`config.mk`:
```
export PLATFORM = sky130hd
export DESIGN_NAME = gpu_vga_timing_gen
export DESIGN_NICKNAME = d
export VERILOG_FILES = /design/src/rtl/gpu_vga_timing_gen.sv
export SDC_FILE = /design/constraint.sdc
export NUM_CORES = 1
export LEC_CHECK = 0
export ABC_AREA = 1
export CORE_UTILIZATION = 25
export DETAILED_ROUTE_END_ITERATION = 8
export PLACE_DENSITY = 0.49
export SYNTH_ARGS = -nofsm -noshare
export SYNTH_HDL_FRONTEND = slang
export SYNTH_SLANG_ARGS = --single-unit
```
`constraint.sdc`:
```
create_clock -name clockVGA -period 1.5 [get_ports clockVGA]
set_input_delay 0.45 -clock clockVGA [delete_from_list [all_inputs] [get_ports clockVGA]]
set_output_delay 0.45 -clock clockVGA [all_outputs]
set_load 0.02 [all_outputs]
```
`src/rtl/gpu_vga_timing_gen.sv`:
```
// Parametrised VGA raster timing generator: sync, display enable, coordinates and line/frame markers.
// Optional coordinate lookahead ports are built when GPU_VGA_LOOKAHEAD_EN is defined.
module gpu_vga_timing_gen #(
   parameter int H_DISPLAY = 640,
   parameter int H_SYNC    = 96,
   parameter int H_BP      = 48,
   parameter int H_FP      = 16,
   parameter int V_DISPLAY = 480,
   parameter int V_SYNC    = 2,
   parameter int V_BP      = 33,
   parameter int V_FP      = 10,
   parameter int HSYNC_POL = 0,
   parameter int VSYNC_POL = 0,
   parameter int CNT_W     = 11,
   parameter int LOOKAHEAD = 2
) (
   input  logic             clockVGA,
   input  logic             reset,
   input  logic             pixelEnable,
   output logic             hsync,
   output logic             vsync,
   output logic             displayEnable,
   output logic [CNT_W-1:0] col,
   output logic [CNT_W-1:0] row,
   output logic             lineStart,
   output logic             frameStart,
   output logic             vblank
`ifdef GPU_VGA_LOOKAHEAD_EN
   ,
   output logic             preDisplayEnable,
   output logic [CNT_W-1:0] preCol,
   output logic [CNT_W-1:0] preRow
`endif
);

   localparam int H_TOTAL = H_SYNC + H_BP + H_DISPLAY + H_FP;
   localparam int V_TOTAL = V_SYNC + V_BP + V_DISPLAY + V_FP;

   localparam logic [CNT_W-1:0] ZERO_C   = {CNT_W{1'b0}};
   localparam logic [CNT_W-1:0] ONE_C    = CNT_W'(1);
   localparam logic [CNT_W-1:0] H_LAST_C = CNT_W'(H_TOTAL - 1);
   localparam logic [CNT_W-1:0] V_LAST_C = CNT_W'(V_TOTAL - 1);

   // One extra bit so a display end equal to the total still compares correctly.
   localparam logic [CNT_W:0] H_SYNC_C  = (CNT_W+1)'(H_SYNC);
   localparam logic [CNT_W:0] H_START_C = (CNT_W+1)'(H_SYNC + H_BP);
   localparam logic [CNT_W:0] H_END_C   = (CNT_W+1)'(H_SYNC + H_BP + H_DISPLAY);
   localparam logic [CNT_W:0] V_SYNC_C  = (CNT_W+1)'(V_SYNC);
   localparam logic [CNT_W:0] V_START_C = (CNT_W+1)'(V_SYNC + V_BP);
   localparam logic [CNT_W:0] V_END_C   = (CNT_W+1)'(V_SYNC + V_BP + V_DISPLAY);

   localparam logic HS_ACT_C = (HSYNC_POL != 32'sd0);
   localparam logic VS_ACT_C = (VSYNC_POL != 32'sd0);

   typedef struct packed {
      logic             hsync;
      logic             vsync;
      logic             displayEnable;
      logic [CNT_W-1:0] col;
      logic [CNT_W-1:0] row;
      logic             lineStart;
      logic             frameStart;
      logic             vblank;
   } timing_t;

   function automatic logic [CNT_W-1:0] stepH(input logic [CNT_W-1:0] h);
      logic [CNT_W-1:0] r;
      if (h == H_LAST_C) r = ZERO_C;
      else r = h + ONE_C;
      return r;
   endfunction

   function automatic logic [CNT_W-1:0] stepV(input logic [CNT_W-1:0] h, input logic [CNT_W-1:0] v);
      logic [CNT_W-1:0] r;
      if (h != H_LAST_C) r = v;
      else if (v == V_LAST_C) r = ZERO_C;
      else r = v + ONE_C;
      return r;
   endfunction

   function automatic logic inH(input logic [CNT_W-1:0] h);
      return ({1'b0, h} >= H_START_C) && ({1'b0, h} < H_END_C);
   endfunction

   function automatic logic inV(input logic [CNT_W-1:0] v);
      return ({1'b0, v} >= V_START_C) && ({1'b0, v} < V_END_C);
   endfunction

   // Subtraction only happens inside the visible window, so it cannot wrap.
   function automatic logic [CNT_W-1:0] colAt(input logic [CNT_W-1:0] h);
      return inH(h) ? (h - H_START_C[CNT_W-1:0]) : ZERO_C;
   endfunction

   function automatic logic [CNT_W-1:0] rowAt(input logic [CNT_W-1:0] v);
      return inV(v) ? (v - V_START_C[CNT_W-1:0]) : ZERO_C;
   endfunction

   function automatic timing_t decodeAt(input logic [CNT_W-1:0] h, input logic [CNT_W-1:0] v);
      timing_t d;
      d.hsync         = ({1'b0, h} < H_SYNC_C) ? HS_ACT_C : ~HS_ACT_C;
      d.vsync         = ({1'b0, v} < V_SYNC_C) ? VS_ACT_C : ~VS_ACT_C;
      d.displayEnable = inH(h) & inV(v);
      d.col           = colAt(h);
      d.row           = rowAt(v);
      d.lineStart     = (h == ZERO_C);
      d.frameStart    = (h == ZERO_C) && (v == ZERO_C);
      d.vblank        = ~inV(v);
      return d;
   endfunction

   function automatic timing_t resetTiming();
      timing_t d;
      d.hsync         = ~HS_ACT_C;
      d.vsync         = ~VS_ACT_C;
      d.displayEnable = 1'b0;
      d.col           = ZERO_C;
      d.row           = ZERO_C;
      d.lineStart     = 1'b0;
      d.frameStart    = 1'b0;
      d.vblank        = 1'b1;
      return d;
   endfunction

   logic [CNT_W-1:0] hCnt_r;
   logic [CNT_W-1:0] vCnt_r;
   timing_t          timing_r;

   // Raster counters and registered decode of the pre-increment position.
   always_ff @(posedge clockVGA) begin
      if (reset) begin
         hCnt_r   <= ZERO_C;
         vCnt_r   <= ZERO_C;
         timing_r <= resetTiming();
      end else if (pixelEnable) begin
         hCnt_r   <= stepH(hCnt_r);
         vCnt_r   <= stepV(hCnt_r, vCnt_r);
         timing_r <= decodeAt(hCnt_r, vCnt_r);
      end else begin
         hCnt_r   <= hCnt_r;
         vCnt_r   <= vCnt_r;
         timing_r <= timing_r;
      end
   end

   assign hsync         = timing_r.hsync;
   assign vsync         = timing_r.vsync;
   assign displayEnable = timing_r.displayEnable;
   assign col           = timing_r.col;
   assign row           = timing_r.row;
   assign lineStart     = timing_r.lineStart;
   assign frameStart    = timing_r.frameStart;
   assign vblank        = timing_r.vblank;

`ifdef GPU_VGA_LOOKAHEAD_EN
   localparam logic [CNT_W-1:0] LA_H_C = CNT_W'(LOOKAHEAD % H_TOTAL);
   localparam logic [CNT_W-1:0] LA_V_C = CNT_W'((LOOKAHEAD / H_TOTAL) % V_TOTAL);

   logic [CNT_W-1:0] laH_r;
   logic [CNT_W-1:0] laV_r;
   logic             preDe_r;
   logic [CNT_W-1:0] preCol_r;
   logic [CNT_W-1:0] preRow_r;

   // Shadow counter pair running LOOKAHEAD pixels ahead of the main raster.
   always_ff @(posedge clockVGA) begin
      if (reset) begin
         laH_r    <= LA_H_C;
         laV_r    <= LA_V_C;
         preDe_r  <= 1'b0;
         preCol_r <= ZERO_C;
         preRow_r <= ZERO_C;
      end else if (pixelEnable) begin
         laH_r    <= stepH(laH_r);
         laV_r    <= stepV(laH_r, laV_r);
         preDe_r  <= inH(laH_r) & inV(laV_r);
         preCol_r <= colAt(laH_r);
         preRow_r <= rowAt(laV_r);
      end else begin
         laH_r    <= laH_r;
         laV_r    <= laV_r;
         preDe_r  <= preDe_r;
         preCol_r <= preCol_r;
         preRow_r <= preRow_r;
      end
   end

   assign preDisplayEnable = preDe_r;
   assign preCol           = preCol_r;
   assign preRow           = preRow_r;
`else
   logic unusedLookahead_s;
   assign unusedLookahead_s = (LOOKAHEAD != 32'sd0);
`endif

endmodule

```
### Word-level counts from Yosys, hierarchy flattened

Index checks and enable logic that the tools add are counted.

| operators by class | value |
|---|---|
| add/subtract/negate cells | 4 |
| order comparisons | 6 |
| equal/unequal tests | 3 |
| mux-type cells | 6 |
| bitwise logic cells | 3 |
| reductions and logical operators | 6 |

Operators with widths:

| operator | number |
|---|---|
| 11-bit two-way mux | 4 |
| 11-bit by 1-bit adder with 11-bit output (second input constant) | 2 |
| 11-bit by 10-bit == test with 1-bit output (second input constant) | 2 |
| 11-bit logical NOT | 2 |
| 11-bit by 10-bit < comparator with 1-bit output (second input constant) | 2 |
| 11-bit by 6-bit >= comparator with 1-bit output (second input constant) | 1 |
| 11-bit by 8-bit >= comparator with 1-bit output (second input constant) | 1 |
| 11-bit by 2-bit < comparator with 1-bit output (second input constant) | 1 |
| 11-bit by 7-bit < comparator with 1-bit output (second input constant) | 1 |
| 11-bit by 10-bit != test with 1-bit output (second input constant) | 1 |
| 11-bit by 6-bit subtractor with 11-bit output (second input constant) | 1 |
| 11-bit by 8-bit subtractor with 11-bit output (second input constant) | 1 |
| 1-bit logical AND | 3 |
| 1-bit two-way mux | 2 |
| 1-bit NOT | 2 |
| 2-bit AND reduction | 1 |
| 1-bit bitwise AND | 1 |

| storage, ports and cells | value |
|---|---|
| flip-flop bits (word level) | 50 |
| input bits | 3 |
| output and inout bits | 28 |
| word-level logic and storage cells | 38 |

### Depth between registers and ports, before layout

| depth | value |
|---|---|
| depth after elaboration | 3 |
| depth in mapped cells | 11 |
| depth with buffers taken out | 11 |

### Worst setup path after synthesis

No wires, ideal clock.

| path | value |
|---|---|
| path kind | reg2reg |
| from | register hCnt_r[5] |
| to | register hCnt_r[9] |
| setup time | 0.109 ns |
| arrival | 1.413 ns |
| required time | 1.391 ns |
| slack | -0.022 ns |
| stages on the path, launching flop included | 12 |
| path buffers | 0 |
| clock period less this slack | 1.522 ns |
| cells stage by stage | dfxtp_1 > inv_1 > ha_1 > inv_1 > nor3_4 > nand4_4 > nand2_4 > inv_2 > nand2_1 > o21ai_0 > nand2_1 > inv_1 |

| between the ends | value |
|---|---|
| longest elaborated chain between the ends | 2 |
| elaborated cells between the ends (all ways) | 3 |
| classes of those cells | add/sub: 1; eq/ne: 1; mux: 1 |

Ends and longest elaborated chain:

| item | line | source |
|---|---|---|
| start: declaration | 124 | `logic [CNT_W-1:0] hCnt_r;` |
| start signal: assignment | 135 | `hCnt_r <= stepH(hCnt_r);` |
| start signal: assignment | 139 | `hCnt_r <= hCnt_r;` |
| 11-bit by 1-bit adder with 11-bit output / 11-bit by 10-bit == test with 1-bit output (equally long branches) | 69, 68 |  |
| 11-bit two-way mux (*) | 68 | `if (h == H_LAST_C) r = ZERO_C;` |

Mark *: on every way between the ends. The rest lies on a longest branch, timed or not.
A chain may end at the register's enable or synchronous reset.

### Final worst setup path

| path | value |
|---|---|
| from | register timing_r (netlist bit lineStart) |
| to | output lineStart |

RTL lines:

| item | line | source |
|---|---|---|
| start: declaration | 126 | `timing_t timing_r;` |
| start signal: assignment | 133 | `timing_r <= resetTiming();` |
| start signal: assignment | 137 | `timing_r <= decodeAt(hCnt_r, vCnt_r);` |
| start signal: assignment | 141 | `timing_r <= timing_r;` |
| end: declaration | 25 | `output logic lineStart,` |

No word-level cell between the ends.

==> results.md <==
- First drt pass iteration count: 4
- Delay-heaviest family, CP: buffers and inverters
- Worst R2R Setup Slack: 0.09 ns
- Reg2Reg Depth: 9
- Root buffer cell: clkbuf_8
- CTS tree: yes
- Finished Cell Area: roughly 0.0040 mm²
- Critical path buffer and inverter count: 1
- Core ar.: around 0.011 mm²
- Share of the synthesized area in the top cell type: a little over a third
- Vias: roughly 2900
- Final hold vios: 0
- XOR/XNOR Fraction of Synth Area: between 2 and 3%
- Detail Route Antenna Nets: 0
- Gr ovfl total: 0
- Pre-CTS worst setup slack: -0.545 ns
- Worst path depth: 1
- CP max FO: 2
- Post-Synthesis Cells: 404
- Post-synthesis mux area share: 0%
- Largest cells by area after synthesis: dfxtp_1, nand2_1, a21oi_1, inv_1, nand3_1
- Crit start category: register
- First-pass GRT wire length: between 10000 and 15000 µm
- Leak: 1.82 nW
- CTS HTree Levels: 2
- Starting Density: 25.7%
- FMAX: 0.691 GHz
- Synth Area in Adders: ~3.1%
- RSZ-0062 raised after global routing: true
- IO buf count: 30
- Antenna violations before repair: 0
- Crit Path Category: register to output port
- GRT Util Overall: between 10% and 20%
- Hold WS: 0.466 ns
- Fin util: a little over a third
- WP data required: around 1.1 ns
- Critical Path End Type: output port
- Ys Warns: 0
- Largest net degree at the start of global routing: 33
- Slew margin rel.: 75.6%
- Peak VDD IR: between 0.3 and 0.4 mV
- Netlist cell types: 35
- Hold WC Path Type: register to register
- Crit-path slowest cell: dlygate4sd2_1
- Endpoints failing setup: 0
- CTS Sinks: 50
- Antenna cells: 0
- Residual DRC count: 0
- CP max stage delay: ~0.35 ns
- Total of max-cap violations: 0
- Setup TNS: 0 ns
- PD cells: 651 mW/mm²
- CTS Buf Count: 5
- Syn Area/Cell: about 6.9 µm²
- Most common cell after layout, fill and taps aside: nand2_1
- Routed WL per cell: 12.8 µm
- Largest family of logic cells by synthesized area: simple AND/OR/NAND/NOR gates
- Hold path depth: 2
- Synth-to-Final Area Change: 42.1%
- Post-route clock period utilization: between 90% and 100%
- Bufs on Longest Clock Path: 2
- Vias in the first global route: between 2000 and 3000
- Synth area leader: dfxtp_1
- Drt total wl: 8140 µm
- Top-level I/O count: 31
- Share of layout cells above drive strength 1: between 20 and 30%
- Critical Path, Cell by Cell: dlygate4sd2_1
- Max Transition Viols Final: 0
- Die span in x: roughly 110 µm
- Placed instance area: approximately 0.0037 mm²
- Simple-Gate Fraction of Synth Area: around 39%
- Clk_lat worst skew: slightly above 0.3 ns
- Post-synthesis cell area: approximately 0.0028 mm²
- Vias per inst: ~4.5
- Fraction of the mapped netlist area in compound gates: approximately a tenth
- Syn_nets: just over 400
- Status: completed
- Worst-path clk slew: roughly 0.1 ns
- Cell Rows: 38
- Hpwl dp: between 6000 and 7000 µm
- Commonest cells after routing, fill and taps aside: nand2_1, buf_4, dfxtp_1
- Setup WS post-layout: between 0.05 and 0.06 ns
- Worst-margin pin slew: between 0.3 and 0.4 ns
- Full die area: 0.0116 mm²
- WP data arrival: 1.00 ns
- FF+latch count, synth: 50
- Total Nets Final: 506
- Die Span Y: roughly 110 µm
- Post-synthesis sequential area ratio: a little over a third
- Clock Skew: approximately 0.012 ns
- Initial DRC Count: 98
- Final period demand of the worst path: 1.45 ns
- Gpl congestion: 0.904
## cells in the mapped netlist
library cell	n
a211oi_1	1
nand4_2	1
nor2_4	3
buf_1	1
buf_4	1
nand4_4	1
nand3_2	5
xor2_1	6
clkbuf_1	7
nand3_1	29
nor3b_2	1
buf_2	2
inv_4	1
a41oi_1	1
ha_1	7
buf_6	4
nor2_1	34
nor2_2	6
a21oi_1	34
nand4_1	19
dfxtp_1	50
o21ai_0	13
nor3_4	2
clkinv_1	1
nand2_1	106
xnor2_1	2
nand2_2	2
nor3b_1	1
inv_2	5
a21oi_2	2
nor3_1	13
o21ai_1	2
inv_1	39
nand2_4	1
nor3_2	1
## flip-flops by register name, summed over array words and instances (netlist names)
name and count:
col 11, displayEnable 1, frameStart 1, hCnt_r 11, hsync 1, lineStart 1
row 11, vCnt_r 11, vblank 1, vsync 1
## final timing paths
check             startpoint        end
hold / removal        row[0]     row[0]
setup reg to reg   hCnt_r[5]  lineStart
hold reg to reg       row[0]     row[0]
setup / recovery   lineStart  lineStart
## layer usage
layer	routed length (µm)	track usage (%)	part of all wire, %	up-vias
met5	0	0	0	-
met4	168	4.50	2.1	0
met3	289	2.72	3.5	15
met2	3840	26.0	47	52
met1	3850	18.6	47	1307
li1	-	-	-	1506
## power by group
part	internal, mW	leakage (nW)	switching (mW)
clock	0.550	0.0618	0.497
combinational	0.0794	1.34	0.115
sequential	1.34	0.410	0.00931
## logic make-up after synthesis
family / count (synthesis)
adders and majority gates: 7
xor gates and xnor gates: 8
and+or+nand+nor: 225
buffers and inverters: 61
AOI/OAI and AO/OA: 53
DFF: 50
## stage by stage
stage | std cells | total power, mW
6_report | 637 | 2.59
3_5_place_dp | 623 | 1.56
4_1_cts | 634 | 2.61
2_1_floorplan | 404 | 1.47
5_1_grt | 637 | 2.70
3_3_place_gp | 623 | 1.56
## what timing repair did
item	CTS	global route
gates resized for setup	48	42
hold buffers	0	0
pin swaps	4	10
setup buffers	3	3
endpoints found under the setup margin	65	40
## worst min-delay path: stages, from the launching register on
cell and delay, ns:
dfxtp_1 0.32, nand2_1 0.06, a21oi_1 0.05
## layout make-up
type / instances / area (µm²)
clock buffers: 6 / 82.6
well taps: 140 / 175
flip-flops and latches: 50 / 1020
inverters: 46 / 181
fillers: 1125 / 6910
multi-input cells: 293 / 1640
repair buffers: 100 / 841
clock inverters: 2 / 38.8
Power figures use the tool's default switching activity.
